**src/rtl/config_stream_loader.sv**
```systemverilog
// Serial bitstream to fabric config bus master; one-cycle writes, parked bus otherwise.
// Optional per-word even parity: define CONFIG_STREAM_LOADER_PARITY_EN.
module config_stream_loader #(
  parameter logic [31:0] PARK_ADDR = 32'hFFFF_FFFF,
  parameter logic [63:0] END_WORD  = 64'hFFFF_FFFF_FFFF_FFFF
) (
  input  logic        clk,
  input  logic        reset,
  input  logic        start,
  input  logic        bit_in,
  input  logic        bit_valid,
  output logic        bit_ready,
  output logic [31:0] config_addr,
  output logic [31:0] config_data,
  output logic        config_write,
  output logic        busy,
  output logic        done,
  output logic [15:0] word_count,
  output logic        parity_err
);

  typedef enum logic [1:0] {
    IDLE = 2'd0,
    LOAD = 2'd1,
    DONE = 2'd2
  } state_t;

`ifdef CONFIG_STREAM_LOADER_PARITY_EN
  localparam int          SW   = 64;
  localparam logic [6:0]  LAST = 7'd64;
`else
  localparam int          SW   = 63;
  localparam logic [6:0]  LAST = 7'd63;
`endif

  state_t          state_q, state_d;
  logic [SW-1:0]   shreg_q, shreg_d;
  logic [6:0]      cnt_q, cnt_d;
  logic [31:0]     addr_q, addr_d;
  logic [31:0]     data_q, data_d;
  logic            wr_q, wr_d;
  logic [15:0]     wcnt_q, wcnt_d;
  logic            perr_q, perr_d;
  logic [63:0]     word;
  logic            par_ok;
  logic            accept;

  // The final bit of a word is consumed straight from bit_in.
`ifdef CONFIG_STREAM_LOADER_PARITY_EN
  assign word   = shreg_q;
  assign par_ok = ~^{shreg_q, bit_in};
`else
  assign word   = {shreg_q, bit_in};
  assign par_ok = 1'b1;
`endif

  assign accept = (state_q == LOAD) && bit_valid;

  always_comb begin
    state_d = state_q;
    shreg_d = shreg_q;
    cnt_d   = cnt_q;
    addr_d  = PARK_ADDR;
    data_d  = '0;
    wr_d    = 1'b0;
    wcnt_d  = wcnt_q;
    perr_d  = perr_q;
    if (start) begin
      state_d = LOAD;
      shreg_d = '0;
      cnt_d   = '0;
      wcnt_d  = '0;
      perr_d  = 1'b0;
    end else if (accept) begin
      shreg_d = {shreg_q[SW-2:0], bit_in};
      cnt_d   = cnt_q + 7'd1;
      if (cnt_q == LAST) begin
        cnt_d = '0;
        if (!par_ok) begin
          perr_d = 1'b1;
        end else if (word == END_WORD) begin
          state_d = DONE;
        end else begin
          addr_d = word[63:32];
          data_d = word[31:0];
          wr_d   = 1'b1;
          if (wcnt_q != 16'hFFFF) wcnt_d = wcnt_q + 16'd1;
        end
      end
    end
  end

  always_ff @(posedge clk) begin
    if (reset) begin
      state_q <= IDLE;
      shreg_q <= '0;
      cnt_q   <= '0;
      addr_q  <= PARK_ADDR;
      data_q  <= '0;
      wr_q    <= 1'b0;
      wcnt_q  <= '0;
      perr_q  <= 1'b0;
    end else begin
      state_q <= state_d;
      shreg_q <= shreg_d;
      cnt_q   <= cnt_d;
      addr_q  <= addr_d;
      data_q  <= data_d;
      wr_q    <= wr_d;
      wcnt_q  <= wcnt_d;
      perr_q  <= perr_d;
    end
  end

  assign bit_ready    = (state_q == LOAD);
  assign busy         = (state_q == LOAD);
  assign done         = (state_q == DONE);
  assign config_addr  = addr_q;
  assign config_data  = data_q;
  assign config_write = wr_q;
  assign word_count   = wcnt_q;
  assign parity_err   = perr_q;

endmodule
```
**config.mk**
```make
export PLATFORM = sky130hd
export DESIGN_NAME = config_stream_loader
export DESIGN_NICKNAME = d
export VERILOG_FILES = /design/src/rtl/config_stream_loader.sv
export SDC_FILE = /design/constraint.sdc
export NUM_CORES = 1
export LEC_CHECK = 0
export ABC_AREA = 1
export CORE_MARGIN = 4
export CORE_UTILIZATION = 45
export CTS_CLUSTER_SIZE = 12
export DETAILED_ROUTE_END_ITERATION = 8
export GPL_ROUTABILITY_DRIVEN = 0
export GPL_TIMING_DRIVEN = 0
export PLACE_DENSITY = 0.68
export SYNTH_ARGS = -nofsm -noshare
export SYNTH_HDL_FRONTEND = slang
export SYNTH_SLANG_ARGS = --single-unit
```
**constraint.sdc**
```tcl
create_clock -name clk -period 5.1 [get_ports clk]
set_clock_uncertainty 0.2 [all_clocks]
set_input_delay 0.51 -clock clk [delete_from_list [all_inputs] [get_ports clk]]
set_output_delay 0.51 -clock clk [all_outputs]
set_load 0.01 [all_outputs]
```
Word-level counts from Yosys, hierarchy flattened
Cells that the tools add are included.

word-level totals
  bits of input ports = 5
  output and inout bits = 85
  logic and storage cells = 34
  flip-flop bits (word level) = 153

cells by class
  equality and inequality tests = 5
  reduce and logical (&&, ||, !) cells = 10
  muxes and demuxes = 6
  add/subtract/negate cells = 2
  bitwise operators = 3

operators by type and width
  cell                                                 number
  equality test 64 bit, second input constant          1
  adder 16 x 1 -> 16 bit, second input constant        1
  inequality test 16 bit, second input constant        1
  adder 7 x 1 -> 7 bit, second input constant          1
  equality test 7 x 6 -> 1 bit, second input constant  1
  two-way mux 7 bit                                    1
  AND reduction 3 bit                                  2
  nonzero test 2 bit                                   3
  two-way mux 1 bit                                    5
  OR reduction 5 bit                                   1
  AND reduction 4 bit                                  1
  OR reduction 4 bit                                   1
  inverter 1 bit                                       3
  equality test 2 x 1 -> 1 bit, second input constant  1
  equality test 2 bit, second input constant           1
  OR reduction 2 bit                                   1
  logical AND 1 bit                                    1

Longest topological paths before layout
Gate-level depths: netlist of run 1.

  word-level depth = 5
  mapped depth = 10

Worst setup path after synthesis of run 1
OpenSTA, ideal clock, no wires.

  path type = reg2reg
  start = reg wcnt_q[0], in the netlist word_count[0]
  end = reg wcnt_q[13], in the netlist word_count[13]
  cell stages (with the launch flop) = 11
  period minus slack after synthesis = 1.795 ns
  setup slack = 3.305 ns
  arrival = 1.525 ns
  library setup time = 0.070 ns
  buffers on the path = 1
  required time = 4.830 ns
  cells stage by stage = dfxtp_1 -> ha_1 -> nand3_2 -> inv_2 -> nand3_2 -> nor2_4 -> nor2_8 -> o21ai_4 -> buf_6 -> nand2_1 -> a21oi_1

on the way
  word-level cells in the longest chain between the ends = 2

ends and longest elaborated chain
  element                                                                         line  RTL
  start, declared                                                                 42    logic [15:0] wcnt_q, wcnt_d;
  start signal, assigned                                                          110   wcnt_q <= wcnt_d;
  parallel branches: the longest is 2 deep, another holds adder 16 x 1 -> 16 bit  -

Parallel ways; which one is timed is not known.
A chain may end at the register's enable or synchronous reset.

Worst setup path after layout of run 1
  start = reg state_q[0]
  end = out busy

on the way
  word-level cells in the longest chain between the ends = 1

ends and longest elaborated chain
  element                       line  RTL
  start, declared               36    state_t state_q, state_d;
  start signal, assigned        104   state_q <= state_d;
  equality test 2 x 1 -> 1 bit  116   assign busy = (state_q == LOAD);
  end, declared                 16    output logic busy,

Every way passes these cells.

==> out/metrics.csv, run 1 <==
metric,value,unit
p_leak,2.56,nW
crit_type,flip-flop to primary output,
synth_top_area_share,0.528,
cp.arrival,1.56,ns
nNetsFinal,812,
synth_edf_count,0,
route.detailed.drc,0,
hold_depth,2,
drt_iter0_markers,277,
synthesis.nets,705,
syn_area,0.00580,mm²
crit_path_end_kind,primary output,
core,0.0126,mm²
cts_buffers,17,
drt-vias-per-instance,4.82,
setup_viol,0,
crit_buf_inv,3,
fin_setup_tns,0,ns
outcome,finished clean,
synth_area_leader_cell,dfxtp_1,
num_rows,41,
path_max_fanout,3,
die_h,121,µm
antenna_found_initial,0,
path_clk_slew,0.06,ns
busiest_layer,met2,
startpoint_type,flip-flop,
initial_core_util,0.459,
synth.area.top_cells,"dfxtp_1 (53%), a21oi_1 (7.0%), nand2_1 (6.4%)",
worstSkewPairLatency,0.42,ns
cts_tree,built,
ys_ff_latch,153,
cts_buffer_depth,2,
vias,4767,
cts_max_level,4,
min_period,2.27,ns
post_cts_buffers,0,
met2_usage,0.308,
yosysWarnings,0,
fill_cells,1160,
ctsResizeCount,0,
synthArstFlopShare,0,
dpl.hpwl,9150,µm
grt_start_max_net_pins,17,
cp.required,4.39,ns
antenna_cells,0,
syn_inst,698,
synth.area.mux_share,0,
synth-adder-area-share,0.00432,
synth_top_cells_by_count,"dfxtp_1 (153), nand2_1 (99), a21oi_1 (81), inv_1 (81), o21ai_0 (64)",
die_area,0.0148,mm²
wl_per_cell,12.9,µm
grt_use_met3,0.0573,
worst_ir_drop_vdd,0.223,mV
reg2reg_depth,10,
cp_cell_sequence,inv_2 -> nor2_4 -> buf_4 -> clkdlybuf4s50_1,
synth.most_common_cell,dfxtp_1,
cpLargestDelayFamily,buffers and inverters,
cp_slowest_stage_delay,0.52,ns
cts.sinks,153,
synth_xor_xnor_area_share,0.0212,
report.final.slew_viol_count,0,
hold_start,shreg_q[62],
worstReg2RegStart,word_count[0],
p_per_area,352,mW/mm²
syn2layout_area_growth,30.1,%
grt_pass1_vias,4719,
fmax,440,MHz
ioPinCount,90,
drv_cap,0,
grt_pass1_wl,21500,µm
synthSimpleGateAreaFrac,0.218,
io_buffers,88,
die_x,121,µm
cts_root_buffer,clkbuf_16,
hold_violations,0,
slowest_stage,clkdlybuf4s50_1,
synthFlopType,dfxtp_1,
first_pass_iters,5,
synth.distinct_cells,34,
fin_crit_sh,0.446,
r2r_slack,3.11,ns
whs,0.277,ns
reg2reg_to,word_count[8],
routed_wl,12700,µm
yosysSeqAreaShare,0.528,
synth_top_family_by_area,simple AND/OR/NAND/NOR gates,
ant_nets,0,
grt_usage,0.182,
synth.avg_cell_area,8.30,µm²
ctsHoldBuffers,0,
synth_compound_area_frac,0.131,
hold_path.class,flip-flop to flip-flop,
layout-drive-gt1-share,0.112,
rsz0062_at_grt,no,
met1_usage,0.219,
gr-total-overflow,0,
whs_endpoint,shreg_q[62],
## worst max-delay path by stage
| stage | startpoint | end | slack, ns | depth (start not counted) |
|---|---|---|---|---|
| final | state_q[0] | busy | 2.83 | 4 |
| after global routing | start | shreg_q[17] | 2.74 | 6 |
| after CTS | state_q[0] | busy | 2.80 | 4 |
| after detailed placement | start | shreg_q[1] | 2.55 | 6 |
| after global placement | bit_in | config_data[1] | 2.56 | 9 |
| after floorplan | word_count[0] | word_count[13] | 3.31 | 10 |
## sequential cells by signal, indices dropped and copies added (netlist names)
register	cells
config_write	1
config_addr	32
cnt_q	7
state_q	2
config_data	32
word_count	16
shreg_q	63
## routing by layer
| layer | part of all wire | routed length (µm) |
|---|---|---|
| met2 | 0.49 | 6190 |
| met4 | 0.015 | 195 |
| met1 | 0.45 | 5750 |
| met5 | 0 | 0 |
| met3 | 0.048 | 612 |
## stage by stage
stage | utilization | power [mW] | cells | instance area, µm² | worst slack (ns)
floorplan | - | 1.30 | 698 | 5800 | 3.31
global placement | 0.546 | 1.32 | 958 | 6890 | 2.56
detailed placement | 0.546 | 1.32 | 958 | 6890 | 2.55
CTS | 0.597 | 2.67 | 990 | 7540 | 2.80
global route | 0.597 | 2.74 | 990 | 7540 | 2.74
finish | 0.597 | 2.65 | 990 | 7540 | 2.83
## power breakdown
part | internal (mW) | total, mW | switching, mW
logic | 0.0228 | 0.0740 | 0.0511
clock network | 0.885 | 1.36 | 0.474
registers | 1.21 | 1.22 | 0.0113
total | 2.12 | 2.65 | 0.537
## tightest hold or removal path, cell delays in order, from the launching register on
cell and delay [ns]:
dfxtp_1 0.31, inv_1 0.07, a21oi_1 0.06
## final cells by class
cell class,count,area [µm²],share of cell area
plain buffers,36,235,0.0312
clock buffers,22,454,0.0603
clock inverters,10,191,0.0254
inverters,87,327,0.0433
multi-input cells,422,2170,0.288
flip-flops and latches,153,3060,0.406
well taps,172,215,0.0286
repair buffers,88,881,0.117
## logic make-up after synthesis
group	after synthesis
other cells	1
buf+inv	123
flops	153
xor+xnor	14
compound gates	148
simple gates	257
fa+ha+maj	2
## cells in the final DEF, fill, tap and decap left out, types with 6 or more instances in the layout
cell type	netlist	routed
nand4_1	6	6
nand2_2	31	31
inv_1	81	81
dfxtp_1	153	153
clkbuf_16	0	17
o21ai_0	64	64
a21oi_1	81	81
nand2_1	99	99
nor2_1	46	46
nor3_1	32	32
clkdlybuf4s50_1	0	88
clkbuf_1	18	22
nand3_1	23	23
xnor2_1	9	9
Power figures use the tool's default switching activity.
==> run 2: changes to the inputs <==
PLACE_DENSITY = 0.7   (was 0.68)
clock period = 1.9 ns   (was 5.1 ns; I/O delays follow)
==> out/metrics.csv, run 2 (synthesis results as in run 1) <==
metric,value,unit
fmax,520,MHz
core,0.0126,mm²
gr-total-overflow,0,
drt_iter0_markers,423,
mostFrequentLayoutCells,"dfxtp_1 (118), nand2_1 (96), clkdlybuf4s50_1 (85), inv_1 (80), a21oi_1 (80)",
startpoint_type,flip-flop,
largest_register,shreg_q,
largest_reg_flops,63,
crit_buf_inv,4,
path_clk_slew,0.06,ns
grt_start_max_net_pins,17,
violations,setup timing,
dpl.hpwl,9350,µm
io_buffers,88,
cpLargestDelayFamily,simple AND/OR/NAND/NOR gates,
worst_ir_drop_vdd,0.610,mV
min_period,1.92,ns
hold_path.class,primary input to flip-flop,
first_pass_iters,5,
p_total,7.31,mW
fin_crit_sh,1.01,
die_area,0.0148,mm²
drv_cap,0,
outcome,"finished, violations left",
grt_pass1_wl,22300,µm
ant_nets,0,
num_rows,41,
die_x,121,µm
cts_root_buffer,clkbuf_16,
syn2layout_area_growth,38.5,%
preCtsSetupSlack,-0.378,ns
rsz0062_at_grt,yes,
cp.required,2.02,ns
fin_setup_tns,-0.271,ns
initial_core_util,0.459,
cts_buffers,17,
ctsHoldBuffers,0,
layout-drive-gt1-share,0.211,
p_per_area,911,mW/mm²
final_common_cell,dfxtp_1,
cts_tree,built,
cts_buffer_depth,2,
cpMostUsedCell,inv_4,
hold_violations,0,
vias,4962,
wl_per_cell,13.7,µm
drt-vias-per-instance,4.92,
cp_cell_sequence,ha_4 -> inv_4 -> nor3_4 -> nand3_4 -> inv_4 -> nand2_8 -> nor2_8 -> buf_12 -> clkbuf_16 -> nand2_2,
worst_slack,-0.0229,ns
worstSkewPairLatency,0.42,ns
nNetsFinal,831,
antenna_found_initial,0,
ioPinCount,90,
slowest_stage,dfxtp_2,
maxSlewHeadroom,0.648,
antenna_cells,0,
tightestPinTransition,0.528,ns
p_leak,2.77,nW
die_h,121,µm
cp_slowest_stage_delay,0.36,ns
crit_type,flip-flop to flip-flop,
cp.arrival,2.04,ns
dp_cells,958,
crit_path_end_kind,flip-flop,
setup_viol,21,
cts.sinks,153,
path_max_fanout,8,
report.final.slew_viol_count,0,
routed_wl,13800,µm
fin_cells,1009,
grt_pass1_vias,4855,
route.detailed.drc,0,
grt_usage,0.189,
cts_max_level,4,
[run 2: changes by cell type in the layout (fill, tap and decap cells not counted), moves of 5 or more]
cell,previous run,this run
nor2_1,46,36
dfxtp_1,153,118
buf_4,2,16
clkbuf_1,22,17
nand2_4,1,8
nor3_1,32,23
nor3_2,0,6
nor2_2,1,11
dfxtp_2,0,33
nand2_2,31,26
[run 2: repair_timing]
action,in CTS,in global routing
gates resized for setup,20,72
endpoints found under the setup margin,72,124
setup buffers,10,6
cloned,2,2
pin swaps,7,12
[run 2: metrics by stage]
| stage | instance area [µm²] | hold slack (ns) | utilization |
|---|---|---|---|
| floorplan | 5800 | 0.0591 | - |
| global placement | 6890 | 0.263 | 0.546 |
| detailed placement | 6890 | 0.264 | 0.546 |
| CTS | 7760 | 0.181 | 0.615 |
| global route | 8030 | 0.214 | 0.636 |
| finish | 8030 | 0.201 | 0.636 |
[run 2: power breakdown]
group          leakage [nW]  total, mW  switching (mW)  internal (mW)
logic                  1.20      0.205           0.143         0.0621
registers              1.25       3.28          0.0299           3.25
clock network         0.320       3.82            1.29           2.53
[run 2: routing by layer]
metal | up-vias | track usage | share of wire
met5 | - | 0 | 0
li1 | 2494 | - | -
met3 | 27 | 0.0536 | 0.052
met4 | 0 | 0.0756 | 0.020
met1 | 2290 | 0.232 | 0.44
met2 | 151 | 0.313 | 0.49
[run 2: worst paths after layout]
kind	from	endpoint	slack [ns]	cells past startpoint
max reg2reg	cnt_q[1]	config_addr[2]	-0.02	10
min reg2reg	shreg_q[41]	config_addr[10]	0.27	2
min	reset	state_q[0]	0.20	2
max	cnt_q[1]	config_addr[2]	-0.02	10
[run 2: layout make-up]
cell class | count | area, µm²
buffer | 35 | 230
clock buffer | 21 | 460
multi-input combinational | 422 | 2340
tap | 172 | 215
timing repair buffer | 108 | 1110
sequential | 153 | 3110
clock inverter | 11 | 216
inverter | 87 | 332
fill | 1069 | 4590
==> variant (flow settings as in run 1) <==
`shreg_q` and `data_q` no longer have a reset.
--- a/src/rtl/config_stream_loader.sv
+++ b/src/rtl/config_stream_loader.sv
@@ -94,8 +94,6 @@
     if (reset) begin
       state_q <= IDLE;
-      shreg_q <= '0;
       cnt_q   <= '0;
       addr_q  <= PARK_ADDR;
-      data_q  <= '0;
       wr_q    <= 1'b0;
       wcnt_q  <= '0;
@@ -103,12 +101,15 @@
     end else begin
       state_q <= state_d;
-      shreg_q <= shreg_d;
       cnt_q   <= cnt_d;
       addr_q  <= addr_d;
-      data_q  <= data_d;
       wr_q    <= wr_d;
       wcnt_q  <= wcnt_d;
       perr_q  <= perr_d;
     end
+  end
+
+  always_ff @(posedge clk) begin
+    shreg_q <= shreg_d;
+    data_q  <= data_d;
   end
 
Behaviour: no difference found for any inputs over 4 cycles, from zero or initial values and one cycle with reset high; that may be too few to reach the edited logic, so the function may still have changed.
==> variant against run 1 <==
- synthesized area down 3.1%
- wire length down 1.6%
- sequential cell count unchanged
- sequential share of layout area up 1.1 points
- worst hold slack worse by 0.0073 ns
- final cell count down 1.6%
- first-iteration DRC count down 27%
- critical path type unchanged
- setup slack worse by 0.087 ns
- core utilization up 0.86 points
- total power up 1.0%
- non-clock buffer count down 3
- final area down 2.6%
- highest routed layer unchanged
==> variant: results (changes against run 1) <==
Yosys
  – Post-synthesis sequential area ratio: 54.5% (+1.7 points)
  – Compound-cell area share of the yosys netlist: 14.2% (+1.2 points)
  – Most frequent cells after synthesis: dfxtp_1 (153), nand2_1 (118), inv_1 (87), nor2_1 (76), a21oi_1 (71)
  – Synth top area cells: dfxtp_1 (55%), nand2_1 (7.9%), a21oi_1 (6.3%), inv_1 (5.8%), o21ai_0 (5.8%)
  – Distinct cells, synth: 35 (+2.9%)
  – Synth Area in Adders: 0.446% (+0.014 points)
  – Mapped Nets: 693 (-1.7%)
  – Synth Area in XOR/XNOR: 2.03% (-0.089 points)

Drt
  – Starting DRT DRC Count: 203 (-27%)
  – Pre-Repair DR Iteration Count: 4 (-1)
  – Vias per cell: 4.71 (-2.2%)
  – WL per Instance: 12.9 um (about the same)

Finish
  – Fill cells: 1102 (-5.0%)
  – Post-layout nets: 800 (-1.5%)
  – Largest reg by FF count: shreg_q
  – Layout cell share with drive strength beyond 1: 9.18% (-2.1 points)

Critical path
  – Flop2flop setup slack: 3.03 ns (-0.08 ns)
  – Arr. time, crit path: 1.65 ns (+0.09 ns)
  – Crit Path Max Fanout: 4 (+1)

Pwr
  – Switch Pwr: 574 uW (+6.9%)
  – Leak: 2.60 nW (+1.5%)
  – Peak VDD IR: 0.000196 V (-12%)

Global route
  – Global Route Usage Sum: 18.1% (-0.065 points)
  – Pin count of the biggest net entering global routing: 17 (unchanged)
  – Global-route wire length before repair: 20.8 mm (-3.5%)
  – Vias in the first global route: 4466 (-5.4%)

STA
  – Pins Over Slew Limit: 0 (unchanged)

Placed design
  – Hpwl dp: 8.90 mm (-2.8%)
  – Placed cell area: 6710 um2 (-2.7%)

CTS
  – CTS tree: yes
  – Skew-Pair Late Insertion Delay: 0.42 ns (about the same)
  – Cts bufs inserted: 17 (unchanged)
  – Post-CTS resize count: 0 (unchanged)
  – Max clock buf depth: 2 (unchanged)

Outcome
  – Outcome: finished clean
## variant: changes by cell type in the layout (fill, tap and decap cells not counted), moves of 6 or more
cell | before | now
nor2_1 | 46 | 76
nor3_1 | 32 | 2
nand2_2 | 31 | 8
nand2_1 | 99 | 118
a21oi_1 | 81 | 71
a21oi_2 | 0 | 10
inv_1 | 81 | 87
## variant: power by group through the flow
| stage | Combinational, mW | Sequential [mW] | Clock, mW |
|---|---|---|---|
| after floorplan | 0.0715 | 1.27 | 0 |
| after global placement | 0.0950 | 1.27 | 0 |
| after detailed placement | 0.0987 | 1.28 | 0 |
| after CTS | 0.0998 | 1.25 | 1.35 |
| after global routing | 0.115 | 1.25 | 1.41 |
| final | 0.100 | 1.25 | 1.33 |
## variant: cell families after synthesis
logic type | after synthesis
flip-flops | 153
adder cells (fa/ha/maj) | 2
AO/OA/AOI/OAI | 149
AND/OR/NAND/NOR | 247
other | 1
XOR/XNOR | 13
buffers and inverters | 121
## variant: cell type report
type	instances	area (um2)	area share, %
well taps	168	210	2.86
multi-input cells	412	2050	27.9
plain buffers	33	173	2.35
clock inverters	10	166	2.27
flip-flops and latches	153	3060	41.7
inverters	88	330	4.50
repair buffers	88	881	12.0
clock buffers	22	464	6.33
## variant: metrics by stage
| step | setup slack [ns] | power [mW] | std cells | utilization (%) | hold slack [ns] |
|---|---|---|---|---|---|
| 2_1_floorplan | 3.32 | 1.34 | 686 | - | 0.224 |
| 3_3_place_gp | 2.43 | 1.37 | 942 | 55.4 | 0.255 |
| 3_5_place_dp | 2.42 | 1.38 | 942 | 55.4 | 0.263 |
| 4_1_cts | 2.71 | 2.70 | 974 | 60.6 | 0.272 |
| 5_1_grt | 2.67 | 2.78 | 974 | 60.6 | 0.294 |
| 6_report | 2.74 | 2.68 | 974 | 60.6 | 0.270 |
## variant: worst paths after layout
kind                             startpoint         endpoint  cells after the start
worst max register to register     cnt_q[0]  config_addr[16]                      9
worst min register to register  shreg_q[26]  config_data[27]                      2
worst min-delay path            shreg_q[26]  config_data[27]                      2
worst max-delay path             state_q[0]             busy                      4
## variant: critical path: cells and delay by family (launching register included)
kind | cells | cell delay (ns)
DFF | 1 | 0.37
and+or+nand+nor | 1 | 0.15
buffers and inverters | 3 | 0.71
## variant: routing by layer
metal	share of wire (%)	global-route usage, %
met5	0	0
met4	1.6	7.66
met3	5.3	6.60
met2	48	30.5
met1	45	20.8
